<file path="src/rtl/gate_seq_ctrl.sv">
// Vector-sweep sequencer for the shared 3-input gate network (D = (A&B) | ~C, E = ~C).
// Applies each vector, holds it for SETTLE_CYC+2 cycles, samples D/E and tallies mismatches.
module gate_seq_ctrl #(
    parameter int SETTLE_CYC = 2,
    parameter int NUM_VEC    = 8,
    parameter int ERR_W      = 4
) (
    input  logic             clk,
    input  logic             rst_n,
    input  logic             start,
    input  logic             abort,
    input  logic             D_in,
    input  logic             E_in,
    output logic             A_out,
    output logic             B_out,
    output logic             C_out,
    output logic             busy,
    output logic             done,
    output logic             pass,
    output logic [ERR_W-1:0] err_cnt,
    output logic [2:0]       fail_vec,
    output logic             fail_valid
);

    typedef enum logic [2:0] {IDLE, APPLY, SETTLE, CHECK, DONE} state_t;

    localparam logic [2:0] LAST_VEC = 3'(NUM_VEC - 1);
    localparam logic [3:0] SETTLE_LD = 4'(SETTLE_CYC);

    state_t           state;
    logic [2:0]       idx;
    logic [3:0]       settle_cnt;
    logic             exp_d, exp_e, mismatch;
    logic [ERR_W-1:0] err_nxt;
    logic [2:0]       idx_inc;

    // Expected response is derived from the index, not from the driven pins.
    always_comb begin
        exp_d    = (idx[2] & idx[1]) | ~idx[0];
        exp_e    = ~idx[0];
        mismatch = (D_in != exp_d) || (E_in != exp_e);
        err_nxt  = err_cnt;
        if (mismatch && (err_cnt != {ERR_W{1'b1}}))
            err_nxt = err_cnt + 1'b1;
        idx_inc  = idx + 3'd1;
    end

    always_ff @(posedge clk) begin
        if (!rst_n) begin
            state      <= IDLE;
            idx        <= '0;
            settle_cnt <= '0;
            {A_out, B_out, C_out} <= 3'b000;
            busy       <= 1'b0;
            done       <= 1'b0;
            pass       <= 1'b0;
            err_cnt    <= '0;
            fail_vec   <= '0;
            fail_valid <= 1'b0;
        end else begin
            done <= 1'b0;
            if (busy && abort) begin
                state      <= IDLE;
                idx        <= '0;
                settle_cnt <= '0;
                {A_out, B_out, C_out} <= 3'b000;
                busy       <= 1'b0;
                pass       <= 1'b0;
            end else begin
                case (state)
                    IDLE, DONE: begin
                        if (start) begin
                            state      <= APPLY;
                            idx        <= '0;
                            {A_out, B_out, C_out} <= 3'b000;
                            busy       <= 1'b1;
                            pass       <= 1'b0;
                            err_cnt    <= '0;
                            fail_vec   <= '0;
                            fail_valid <= 1'b0;
                        end
                    end
                    APPLY: begin
                        settle_cnt <= SETTLE_LD;
                        state      <= (SETTLE_CYC == 0) ? CHECK : SETTLE;
                    end
                    SETTLE: begin
                        settle_cnt <= settle_cnt - 4'd1;
                        if (settle_cnt == 4'd1)
                            state <= CHECK;
                    end
                    CHECK: begin
                        err_cnt <= err_nxt;
                        if (mismatch && !fail_valid) begin
                            fail_vec   <= idx;
                            fail_valid <= 1'b1;
                        end
                        if (idx == LAST_VEC) begin
                            state <= DONE;
                            idx   <= '0;
                            {A_out, B_out, C_out} <= 3'b000;
                            busy  <= 1'b0;
                            done  <= 1'b1;
                            pass  <= (err_nxt == '0);
                        end else begin
                            state <= APPLY;
                            idx   <= idx_inc;
                            {A_out, B_out, C_out} <= idx_inc;
                        end
                    end
                    default: state <= IDLE;
                endcase
            end
        end
    end

endmodule

</file>
<file path="config.mk">
export PLATFORM = sky130hd
export DESIGN_NAME = gate_seq_ctrl
export DESIGN_NICKNAME = d
export VERILOG_FILES = /design/src/rtl/gate_seq_ctrl.sv
export SDC_FILE = /design/constraint.sdc
export NUM_CORES = 1
export LEC_CHECK = 0
export BUFFER_PORTS_ARGS = -buffer_cell sky130_fd_sc_hd__buf_2
export CORE_ASPECT_RATIO = 0.75
export CORE_MARGIN = 3
export CORE_UTILIZATION = 50
export CTS_CLUSTER_DIAMETER = 150
export DETAILED_ROUTE_END_ITERATION = 10
export HOLD_SLACK_MARGIN = 0.08
export PLACE_DENSITY_LB_ADDON = 0.12
export SYNTH_ARGS = -nofsm -noshare
export SYNTH_HDL_FRONTEND = slang
export SYNTH_SLANG_ARGS = --single-unit
</file>
<file path="constraint.sdc">
create_clock -name clk -period 2.35 [get_ports clk]
set_input_delay 0.5875 -clock clk [delete_from_list [all_inputs] [get_ports clk]]
set_output_delay 0.5875 -clock clk [all_outputs]
set_load 0.02 [all_outputs]
</file>
==> run_results.csv <==
group,metric,value,unit
final_layout,layout.filler_cells,184,
final_layout,post_layout_nonfiller_instances,188,
routing,first_iter_violations,51,
die,die_h,47.2,µm
synth,synth.most_common_cell,"sky130_fd_sc_hd__dfxtp_1",
setup_path,critical_path.cell_chain,"and3b_1 -> o21ai_0 -> o21bai_1 -> a31o_2",
sta,max_freq,498,MHz
place,post-dp-hpwl,1.92,mm
setup_path,timing.rr.start,"state[0]",
synth,syn-instance-count,145,
min_path,min_delay_path_depth,2,
place,dp.cells,184,
sta,unrepaired_setup_endpoints_after_global_routing,"no",
setup_path,critPathTopFamily,"compound AO/OA/AOI/OAI gates",
setup_path,timing.setup.critical_path_class,"register to register",
setup_path,critPathMaxStageDelay,0.63,ns
die,floorplan.die.width,60.9,µm
setup_path,timing.reg2reg.setup_slack,0.34,ns
cts,cts_inserted_buffers,3,
setup_path,timing.critical_path.slowest_stage_cell,"sky130_fd_sc_hd__dfxtp_1",
sta,timing.final.setup_violations,0,
min_path,worstHoldStart,"pass",
synth,synth.cells.most_frequent,"sky130_fd_sc_hd__dfxtp_1 (21), sky130_fd_sc_hd__nand2_1 (17), sky130_fd_sc_hd__a21oi_1 (15), sky130_fd_sc_hd__nor2_1 (15), sky130_fd_sc_hd__nand3_1 (10)",
final_layout,drive_gt1_frac,0.177,
synth,ys.flop_type,"sky130_fd_sc_hd__dfxtp_1",
synth,number_of_enable_flip_flop_cells_after_synthesis,0,
routing,final_antenna_net_count,0,
sta,layout_worst_path_cycle_share,0.854,
setup_path,ff2ff_path_depth,4,
setup_path,timing.critical_path.fanout_max,14,
global_routing,track_usage,0.197,
setup_path,arrival,2.22,ns
routing,routed-via-count,1130,
sta,timing.setup.tns,0,ns
min_path,min-delay-path-class,"register to register",
sta,report.final.hold_viol_count,0,
final_layout,final_core_utilization,0.614,
outcome,status,"finished, final reports clean",
global_routing,global_route.overflow_total,0,
synth,postSynth.asyncResetShare,0,
global_routing,antenna_found_initial,0,
synth,synth_seq_cells,21,
pwr,power.density,602,nW/µm²
cts,clk_lat_worst_skew,0.31,ns
sta,worstMarginPinSlew,0.508,ns
routing,drtPass1Iterations,4,
synth,ys_warn_count,0,
synth,library_cell_occupying_the_most_area_in_the_post_synthesis_netlist,"sky130_fd_sc_hd__dfxtp_1",
final_layout,final_cell_area,1270,µm²
cts,post_cts_hold_buffer_count,0,
die,initial_core_util,0.547,
setup_path,critPathBufInv,0,
final_layout,layout.nets,176,
setup_path,worst-path-stages,4,
synth,synth-seq-area-share,0.372,
global_routing,grt_pass1_vias,941,
routing,detail_route.wl_per_cell,14.0,µm
die,design.core.area,2070,µm²
place,place.gp.congestion,0.815,
synth,yosysUniqueCellTypes,37,
cts,clkSlewWorstSetupHoldPaths,0.13,ns
final_layout,area.sequential,420,µm²
sta,worst_clock_skew,0.0111,ns
synth,synthesis.nets,156,
sta,timing_max_transition_violations_final,0,
final_layout,n_antenna_cell,0,
cts,clkSinkCount,21,
setup_path,worstSetupStartpointType,"register",
place,placedInstanceArea,1240,µm²
die,placement_rows,14,
cts,tritoncts,"yes",
cts,cts_root_buf,"sky130_fd_sc_hd__clkbuf_4",
routing,drc,0,
routing,vias_per_cell,6.01,
sta,layout_setup_ws,0.342,ns
routing,wirelength,2.64,mm
synth,netlist_area,1130,µm²
place,numPortBuffers,19,
cts,postCtsSetupRepairBufs,0,
synth,synth.avg_cell_area,7.80,µm²
global_routing,pin_count_of_the_biggest_net_entering_global_routing,15,
place,post-place-ws,0.212,ns
pwr,p_leak,0.557,nW
sta,finalCriticalPeriod,2.01,ns
cts,cts_buffer_depth,2,
run,drv.max_cap_violation_count,0,
global_routing,wire_length_of_the_first_global_routing_pass,4.27,mm
setup_path,critPathRequiredTime,2.56,ns
setup_path,critical_path.startpoint,"state[0]",
cts,cts_repair_resize_count,0,
pwr,vdd_drop_max,465,µV
final_layout,multiInputGateArea,659,µm²
cts,htreeDepth,1,
die,io-pin-count,20,
synth,post_synth_main_area_contributors,"sky130_fd_sc_hd__dfxtp_1 (37%), sky130_fd_sc_hd__a21oi_1 (6.6%), sky130_fd_sc_hd__nand2_1 (5.6%), sky130_fd_sc_hd__ha_1 (5.5%), sky130_fd_sc_hd__nor2_1 (5.0%)",
setup_path,critPathCaptureType,"register",
final_layout,flow.area_growth_from_synthesis,12.3,%
sta,timing.max_slew.rel_slack,0.658,
die,fp.dieArea,2870,µm²
synth,netlist.area_leader.share,0.372,
-- tightest hold or removal path: stages, from the launching register on --
cell	delay, ns
sky130_fd_sc_hd__dfxtp_1	0.34
sky130_fd_sc_hd__nand3_1	0.07
sky130_fd_sc_hd__a21oi_1	0.06
-- state kept, by name (all words and copies together), names as in the netlist, 2 cells and up --
signal / count
err_cnt: 4
fail_vec: 3
idx: 2
settle_cnt: 4
state: 3
-- final timing paths --
| kind | end |
|---|---|
| worst max-delay path | fail_vec[1] |
| worst min-delay path | pass |
| worst max register to register | fail_vec[1] |
| worst min register to register | pass |
-- through the flow --
step | total power (W) | hold slack [ns]
2_1_floorplan | 0.000543 | 0.477
3_3_place_gp | 0.000581 | 0.473
3_5_place_dp | 0.000589 | 0.473
4_1_cts | 0.000768 | 0.491
5_1_grt | 0.000815 | 0.528
6_report | 0.000764 | 0.493
-- final cells by class --
cell class / instances / share of cell area
flip-flops and latches: 21 / 0.331
multi-input cells: 113 / 0.519
inverters: 4 / 0.0118
clock inverters: 1 / 0.00394
clock buffers: 3 / 0.0177
repair buffers: 22 / 0.0926
well taps: 24 / 0.0236
-- layout by cell type (no fill, tap or decap), drive strengths merged --
| cell type | n |
|---|---|
| a211o | 2 |
| a21boi | 1 |
| a21oi | 15 |
| a221o | 1 |
| a22oi | 2 |
| a31o | 1 |
| a31oi | 2 |
| a32o | 1 |
| and2 | 1 |
| and3 | 4 |
| and3b | 3 |
| buf | 22 |
| clkbuf | 3 |
| clkinv | 1 |
| dfxtp | 21 |
| ha | 5 |
| inv | 4 |
| mux2i | 1 |
| nand2 | 17 |
| nand2b | 2 |
| nand3 | 10 |
| nand3b | 2 |
| nand4 | 1 |
| nand4b | 1 |
| nor2 | 15 |
| nor2b | 2 |
| nor3 | 7 |
| nor3b | 1 |
| o211ai | 2 |
| o21ai | 8 |
| o21bai | 1 |
| o22ai | 1 |
| o31ai | 2 |
| o32a | 1 |
| xnor2 | 1 |
-- cell families after synthesis --
family / count (synthesis) / synth area share
and+or+nand+nor: 66 / 0.289
AOI/OAI and AO/OA: 40 / 0.222
DFF: 21 / 0.372
buffers and inverters: 11 / 0.0453
adders and majority gates: 5 / 0.0553
xor gates and xnor gates: 1 / 0.00774
muxes: 1 / 0.00885
-- power breakdown --
part	switching (W)	total, W	leakage [nW]	internal (W)
clock	0.000115	0.000178	0.0177	0.0000636
sequential	0.0000340	0.000410	0.170	0.000376
combinational	0.000104	0.000175	0.369	0.0000710
-- layer usage --
metal	share of wire	up-vias	wire length, µm	track usage
met5	0	-	0	0
met4	0	0	0	0.0390
met3	0.091	0	240	0.0604
met2	0.42	45	1120	0.301
met1	0.48	524	1280	0.277
li1	-	561	-	-
Note: power is estimated with default switching activity, not from simulation.
